<file path="src/rtl/jtag_scan_master_if.sv">
// jtag_scan_master_if: command and response channel of the JTAG scan engine
interface jtag_scan_master_if #(
  parameter int MAX_BITS = 64
);
  logic                cmd_valid;
  logic                cmd_ready;
  logic [1:0]          cmd_op;
  logic [6:0]          cmd_len;
  logic [MAX_BITS-1:0] cmd_tdi;
  logic                rsp_valid;
  logic [MAX_BITS-1:0] rsp_tdo;
  logic                busy;
  modport master (
    output cmd_valid, cmd_op, cmd_len, cmd_tdi,
    input  cmd_ready, rsp_valid, rsp_tdo, busy
  );
  modport slave (
    input  cmd_valid, cmd_op, cmd_len, cmd_tdi,
    output cmd_ready, rsp_valid, rsp_tdo, busy
  );
endinterface

</file>
<file path="src/rtl/jtag_scan_master.sv">
// jtag_scan_master: JTAG host engine issuing clocked resets and IR/DR scans from a command channel
module jtag_scan_master #(
  parameter int IR_LENGTH = 4,
  parameter int MAX_BITS  = 64,
  parameter int TCK_DIV   = 2
) (
  input  logic              clk,
  input  logic              reset,
  jtag_scan_master_if.slave bus,
  output logic              tck,
  output logic              tms,
  output logic              tdi,
  input  logic              tdo
);
  localparam int DW = $clog2(TCK_DIV + 1);
  typedef enum logic [1:0] {RESET_SEQ, IDLE, RUN, DONE} state_t;
  state_t              st;
  logic [DW-1:0]       div;
  logic [7:0]          pcnt, k;
  logic [1:0]          op;
  logic [6:0]          len;
  logic                auto_seq;
  logic [MAX_BITS-1:0] dat, cap;
  logic                ir_op, sh_cur, sh_nxt, tms_nxt, tdi_nxt, accept;
  logic [7:0]          pre, nl, q, pi, qi;
  logic [6:0]          clen;
  assign bus.cmd_ready = st == IDLE || st == DONE;
  assign bus.busy = ~bus.cmd_ready;
  always_comb begin
    ir_op   = op == 2'd1;
    pre     = ir_op ? 8'd4 : 8'd3;
    nl      = ir_op ? 8'(IR_LENGTH) : {1'b0, len};
    q       = pcnt + 8'd1;
    pi      = pcnt - pre;
    qi      = q - pre;
    sh_cur  = op != 2'd0 && pcnt >= pre && pcnt < pre + nl;
    sh_nxt  = op != 2'd0 && q >= pre && q < pre + nl;
    tms_nxt = op == 2'd0 ? q < 8'd5
            : q < (ir_op ? 8'd2 : 8'd1) || q == pre + nl - 8'd1 || q == pre + nl;
    tdi_nxt = sh_nxt && |(dat & (MAX_BITS'(1'b1) << qi));
    clen    = bus.cmd_len > 7'(MAX_BITS) ? 7'(MAX_BITS) : bus.cmd_len;
    accept  = bus.cmd_valid && bus.cmd_ready;
  end
  always_ff @(posedge clk) begin
    if (reset) begin
      st            <= RESET_SEQ;
      tck           <= 1'b0;
      tms           <= 1'b1;
      tdi           <= 1'b0;
      bus.rsp_valid <= 1'b0;
      bus.rsp_tdo   <= '0;
      div           <= '0;
      pcnt          <= '0;
      k             <= '0;
      op            <= '0;
      len           <= '0;
      dat           <= '0;
      cap           <= '0;
      auto_seq      <= 1'b1;
    end else begin
      bus.rsp_valid <= 1'b0;
      case (st)
        RESET_SEQ: begin
          st       <= RUN;
          op       <= 2'd0;
          auto_seq <= 1'b1;
          k        <= 8'd6;
          pcnt     <= '0;
          div      <= '0;
          cap      <= '0;
          tms      <= 1'b1;
          tdi      <= 1'b0;
        end
        IDLE, DONE: begin
          st <= IDLE;
          if (accept) begin
            op       <= bus.cmd_op;
            len      <= clen;
            dat      <= bus.cmd_tdi;
            auto_seq <= 1'b0;
            k        <= bus.cmd_op == 2'd0 ? 8'd6 : bus.cmd_op == 2'd1 ? 8'(IR_LENGTH + 6) : {1'b0, clen} + 8'd5;
            pcnt     <= '0;
            div      <= '0;
            cap      <= '0;
            if (bus.cmd_op == 2'd3 || (bus.cmd_op == 2'd2 && clen == 7'd0)) begin
              st            <= DONE;
              bus.rsp_valid <= 1'b1;
              bus.rsp_tdo   <= '0;
            end else begin
              st  <= RUN;
              tms <= 1'b1;
              tdi <= 1'b0;
            end
          end
        end
        RUN: begin
          if (div != DW'(TCK_DIV - 1)) begin
            div <= div + DW'(1);
          end else begin
            div <= '0;
            tck <= ~tck;
            if (!tck) begin
              if (sh_cur) cap <= cap | (MAX_BITS'(tdo) << pi);
            end else if (pcnt == k - 8'd1) begin
              st <= auto_seq ? IDLE : DONE;
              if (!auto_seq) begin
                bus.rsp_valid <= 1'b1;
                bus.rsp_tdo   <= cap;
              end
            end else begin
              pcnt <= q;
              tms  <= tms_nxt;
              tdi  <= tdi_nxt;
            end
          end
        end
      endcase
    end
  end
endmodule
</file>
<file path="src/flat_wrapper.sv">
// flat-port wrapper written by rule: the top's interface ports become plain ports
module jtag_scan_master_flat 
#(
  parameter int IR_LENGTH = 4,
  parameter int MAX_BITS  = 64,
  parameter int TCK_DIV   = 2
)
  (clk, reset, tck, tms, tdi, tdo, bus_cmd_valid, bus_cmd_op, bus_cmd_len, bus_cmd_tdi, bus_cmd_ready, bus_rsp_valid, bus_rsp_tdo, bus_busy);
  jtag_scan_master_if #(.MAX_BITS(MAX_BITS)) bus_i ();
  input  logic clk;
  input  logic reset;
  output logic tck;
  output logic tms;
  output logic tdi;
  input  logic tdo;
  input wire logic [$bits(bus_i.cmd_valid)-1:0] bus_cmd_valid;
  input wire logic [$bits(bus_i.cmd_op)-1:0] bus_cmd_op;
  input wire logic [$bits(bus_i.cmd_len)-1:0] bus_cmd_len;
  input wire logic [$bits(bus_i.cmd_tdi)-1:0] bus_cmd_tdi;
  output wire logic [$bits(bus_i.cmd_ready)-1:0] bus_cmd_ready;
  output wire logic [$bits(bus_i.rsp_valid)-1:0] bus_rsp_valid;
  output wire logic [$bits(bus_i.rsp_tdo)-1:0] bus_rsp_tdo;
  output wire logic [$bits(bus_i.busy)-1:0] bus_busy;
  assign bus_i.cmd_valid = bus_cmd_valid;
  assign bus_i.cmd_op = bus_cmd_op;
  assign bus_i.cmd_len = bus_cmd_len;
  assign bus_i.cmd_tdi = bus_cmd_tdi;
  assign bus_cmd_ready = bus_i.cmd_ready;
  assign bus_rsp_valid = bus_i.rsp_valid;
  assign bus_rsp_tdo = bus_i.rsp_tdo;
  assign bus_busy = bus_i.busy;
  jtag_scan_master #(.IR_LENGTH(IR_LENGTH), .MAX_BITS(MAX_BITS), .TCK_DIV(TCK_DIV)) u_core (.clk(clk), .reset(reset), .bus(bus_i), .tck(tck), .tms(tms), .tdi(tdi), .tdo(tdo));
endmodule
</file>
<file path="config.mk">
export PLATFORM = sky130hd
export DESIGN_NAME = jtag_scan_master_flat
export DESIGN_NICKNAME = d
export VERILOG_FILES = /design/src/rtl/jtag_scan_master_if.sv /design/src/rtl/jtag_scan_master.sv /design/src/flat_wrapper.sv
export SDC_FILE = /design/constraint.sdc
export NUM_CORES = 1
export LEC_CHECK = 0
export CORE_MARGIN = 10
export CORE_UTILIZATION = 50
export CTS_CLUSTER_DIAMETER = 200
export DETAILED_ROUTE_END_ITERATION = 16
export PLACE_DENSITY = 0.74
export SYNTH_ARGS = -nofsm -noshare
export SYNTH_HDL_FRONTEND = slang
export SYNTH_SLANG_ARGS = --single-unit
</file>
<file path="constraint.sdc">
create_clock -name clk -period 5.8 [get_ports clk]
set_input_delay 1.45 -clock clk [delete_from_list [all_inputs] [get_ports clk]]
set_output_delay 1.45 -clock clk [all_outputs]
set_load 0.1 [all_outputs]
</file>
**Yosys cells after proc, flatten, opt, wreduce, memory -nomap -nowiden**

Index checks and enable logic that the tools add are counted.
Widths: inputs -> output; s select.

- Bits of input ports: 77
- Register bits after elaboration: 226
- Word-level logic and storage cells: 144
- Output and inout port bits: 70

- Bitwise logic cells: 5
- Add/subtract/negate cells: 8
- Multiplexer cells: 59
- Order comparisons: 7
- Equality and inequality tests: 21
- Reduce and logical (&&, ||, !) cells: 28
- Shift-type cells: 2

Operator list:

| operator | count |
|---|---|
| $mux 64 | 10 |
| $pmux 64 s3 | 1 |
| $pmux 64 s2 | 1 |
| $and 64x64->64 | 1 |
| $or 64x64->64 | 1 |
| $reduce_or 64->1 | 1 |
| $shl 1x8->64 | 1 |
| $shl 1x8->64 const A | 1 |
| $mux 8 | 7 |
| $eq 8x8->1 | 3 |
| $lt 8x8->1 | 3 |
| $pmux 8 s3 | 1 |
| $mux 1 | 19 |
| $mux 2 | 9 |
| $ge 8x8->1 | 2 |
| $pmux 8 s2 | 1 |
| $sub 8x1->8 const B | 2 |
| $sub 8x8->8 | 2 |
| $mux 7 | 2 |
| $ne 2x1->1 const B | 6 |
| $pmux 2 s3 | 2 |
| $ne 2x2->1 const B | 5 |
| $add 7x3->8 const B | 1 |
| $add 8x1->8 const B | 1 |
| 22 further kinds | 47 |

**Logic depth before layout (Yosys ltp)**

- Depth after elaboration: 12
- Depth in mapped cells: 18
- Gate-level depth less buffers: 15

**Worst setup path before layout**

No wires, ideal clock.

- Path type: in2reg
- Start: input port bus_cmd_len[6]
- End: register u_core.bus.rsp_tdo[5]
- Data arrival time: 3610 ps
- Path slack: 2120 ps
- Library setup time: 71 ps
- Stages: 13
- Required time: 5729 ps
- Cells stage by stage: clkbuf_1 -> nor2b_1 -> inv_1 -> ha_1 -> or4b_2 -> nor3_1 -> o21ai_0 -> o22ai_1 -> nor2b_1 -> buf_2 -> buf_4 -> nand3_1 -> a21oi_1

- Word-level cells in the longest chain between the ends: 7

Ends and longest elaborated chain:

| element | line | source |
|---|---|---|
| start, declared | flat_wrapper.sv:18 | `input wire logic [$bits(bus_i.cmd_len)-1:0] bus_cmd_len;` |
| $gt 7x7->1 | jtag_scan_master.sv:41 | `clen = bus.cmd_len > 7'(MAX_BITS) ? 7'(MAX_BITS) : bus.cmd_len;` |
| $mux 7 | jtag_scan_master.sv:41 |  |
| via u_core.clen[0] | jtag_scan_master.sv:26 | `logic [6:0] clen;` |
| $logic_not 7->1 | jtag_scan_master.sv:85 | `if (bus.cmd_op == 2'd3 \|\| (bus.cmd_op == 2'd2 && clen == 7'd0)) begin` |
| $logic_and 1x1->1 | jtag_scan_master.sv:85 |  |
| $logic_or 1x1->1 | jtag_scan_master.sv:85 |  |
| $ne 2x1->1 (no source line) | -- |  |
| $reduce_and 7->1 (no source line) | -- |  |
| end signal, assigned | jtag_scan_master.sv:108 | `bus.rsp_tdo <= cap;` |
| end, declared | jtag_scan_master_if.sv:19 | `output cmd_ready, rsp_valid, rsp_tdo, busy` |

The timed path passes the listed nets, and every way through them passes these cells.
A chain may end at the register's enable or synchronous reset.

**Final worst setup path**

- Start: input port bus_cmd_len[6]
- End: register u_core.bus.rsp_tdo[41]

Same word-level chain as after synthesis.

==> results.yml <==
floorplan:
  die_h_um: 166
  start_util_pct: 50.9
  die_x_um: 166
  ios: 147
  dieArea_um2: 27600
  rows: 53
  core_um2: 21000
sta:
  relSlewSlack_pct: 20.6
  finalSetupViolCount: 0
  final.setup.tns_ns: 0
  rsz0062_at_grt: "false"
  max_freq_mhz: 231
  slew_violations: 0
  tightest_slew_ns: 1.18
  period_share_pct: 74.6
  hold_viol_final: 0
  fin_skew_ns: 0.0189
  min_period_ns: 4.33
placement:
  placed_cells: 1665
  place.gp.congestion: 0.903
  port_buffers: 146
  dp.final_hpwl_um: 20000
synth:
  synth_seq_cells: 226
  yosysSeqAreaShare_pct: 42.3
  synth_top_area_share_pct: 42.3
  avgSynthCellArea_um2: 8.09
  ys_warn_count: 0
  synth_nets: 1433
  syn-cell-area_um2: 10700
  synth_edf_count: 0
  yosys.area.top_type: "dfxtp_1"
  synth_area_leaders: "dfxtp_1 42%, nand2_1 10%, a21oi_1 7.3%"
  synth-main-ff-cell: "dfxtp_1"
  synthArstFlopShare_pct: 0
  synthCells: 1323
  yosysUniqueCellTypes: 77
clock_tree:
  holdBufCountCts: 0
  clk_latency_ns: 0.53
  postCtsSetupBuffers: 0
  cts_resized: 0
  clock-sinks: 226
  clockBufferDepth: 3
  path_clk_slew_ns: 0.06
  cts_inserted_buffers: 23
  cts_tree: "done"
  htreeDepth: 1
  cts-root-buf: "clkbuf_16"
layout:
  final_cells: 1706
  fillers: 1839
  final_common_cell: "nand2_1"
  diodes: 0
  final_cell_mix: "287 x nand2_1, 226 x dfxtp_1, 155 x a21oi_1"
  final_util_pct: 62.0
  layout-drive-gt1-share_pct: 5.66
  area_delta_synth_final_pct: 21.9
  fin_nets: 1525
power:
  p_leak_nw: 4.63
  power.density_nw_per_um2: 270
  ir_drop_mv: 0.198
setup_path:
  crit_path_start_kind: "primary input"
  slowest_delay_ns: 0.67
  required_ns: 6.24
  r2r_slack_ns: 1.52
  critPathTopFamily: "simple AND/OR/NAND/NOR gates"
  path_class: "primary input to register"
  cp-end-kind: "register"
  cp_max_fo: 46
  cp.buffers_inverters: 3
  arrival_ns: 4.76
  cp_cell_sequence: "clkdlybuf4s50_1 > nor2b_1 > inv_1 > ha_1 > or4b_2 > nor3_1 > o21ai_0 > o22ai_1 > nor2b_4 > buf_12 > nand3_1 > a21oi_1"
  worst_path_max_delay_cell: "clkdlybuf4s50_1"
global_routing:
  grt_pass1_vias: 9337
  overflow: 0
  antenna_found_initial: 0
  grt_max_degree: 104
  grt_usage_pct: 19.8
  grt_pass1_wl_um: 47600
status:
  status: "completed"
routing:
  drt-initial-drc-count: 652
  drtAntennaViolNets: 0
  dr_total_vias: 9644
  wirelength_um: 28900
  routed_via_density: 5.65
  wire_per_inst_um: 16.9
  drc: 0
  drt-pass1-iter-count: 5
run:
  maxCapViolCount: 0
worst_hold_path:
  hold_class: "register to register"
[per-stage QoR]
stage               instance area, um2  setup slack, ns  total power [W]  hold WS (ns)
floorplan                        10700             2.12          0.00184         0.425
global placement                 12200             1.07          0.00196         0.435
detailed placement               12200            0.977          0.00196         0.442
CTS                              13000             1.51          0.00354         0.452
global route                     13000             1.19          0.00364         0.469
finish                           13000             1.47          0.00352         0.448
[power breakdown]
part	internal, W	total [W]	switching (W)
Clock	0.000969	0.00159	0.000618
Sequential	0.00158	0.00160	0.0000224
Combinational	0.000120	0.000333	0.000214
Total	0.00266	0.00352	0.000854
[cells in the mapped netlist (10+ instances only)]
library cell / count
buf_4: 10
nor2b_1: 13
inv_1: 24
dfxtp_1: 226
a21oi_1: 155
ha_1: 32
clkbuf_1: 72
nor3_1: 30
a22o_1: 38
xor2_1: 14
xnor2_1: 28
nand2_1: 288
o21ai_0: 50
nand3_1: 88
and3_1: 10
o21a_1: 11
nor2_1: 63
[worst paths after layout]
path,end,startpoint,cells after the start
setup reg to reg,u_core.cap[6],u_core.op[0],15
hold / removal,u_core.bus.rsp_tdo[45],u_core.bus.rsp_tdo[45],2
setup / recovery,u_core.bus.rsp_tdo[41],bus_cmd_len[6],12
hold reg to reg,u_core.bus.rsp_tdo[45],u_core.bus.rsp_tdo[45],2
[tightest hold or removal path: stages, from the launching register on]
cell     delay (ns)
dfxtp_1        0.31
nand2_1        0.05
a21oi_1        0.05
[logic make-up after synthesis]
family / Yosys count / share of synthesized area (%)
muxes: 10 / 0.959
adders and majority gates: 33 / 3.93
buffers and inverters: 118 / 4.67
xor gates and xnor gates: 51 / 5.14
DFF: 226 / 42.3
AOI/OAI and AO/OA: 334 / 19.8
and+or+nand+nor: 551 / 23.2
[routing by layer]
metal,vias to the layer above,part of all wire [%],global-route usage [%]
met5,-,0,0
met4,0,2.3,5.38
met3,52,5.3,3.76
met2,262,48,34.6
met1,4541,44,24.2
li1,4789,-,-
[final cells by class]
class                      count  area (um2)  share of cell area, %
clock buffer                  33         653                   5.01
multi-input combinational    979        5700                   43.7
tap                          275         344                   2.64
clock inverter                 8         163                   1.25
timing repair buffer         155        1540                   11.8
sequential                   226        4520                   34.7
inverter                      30         113                  0.864
[flip-flops by register name, indices dropped and copies added (netlist names), 7 cells and up]
| signal | flops |
|---|---|
| u_core.len | 7 |
| u_core.dat | 64 |
| u_core.k | 8 |
| u_core.bus.rsp_tdo | 64 |
| u_core.pcnt | 8 |
| u_core.cap | 64 |
(Power assumes the default switching activity.)
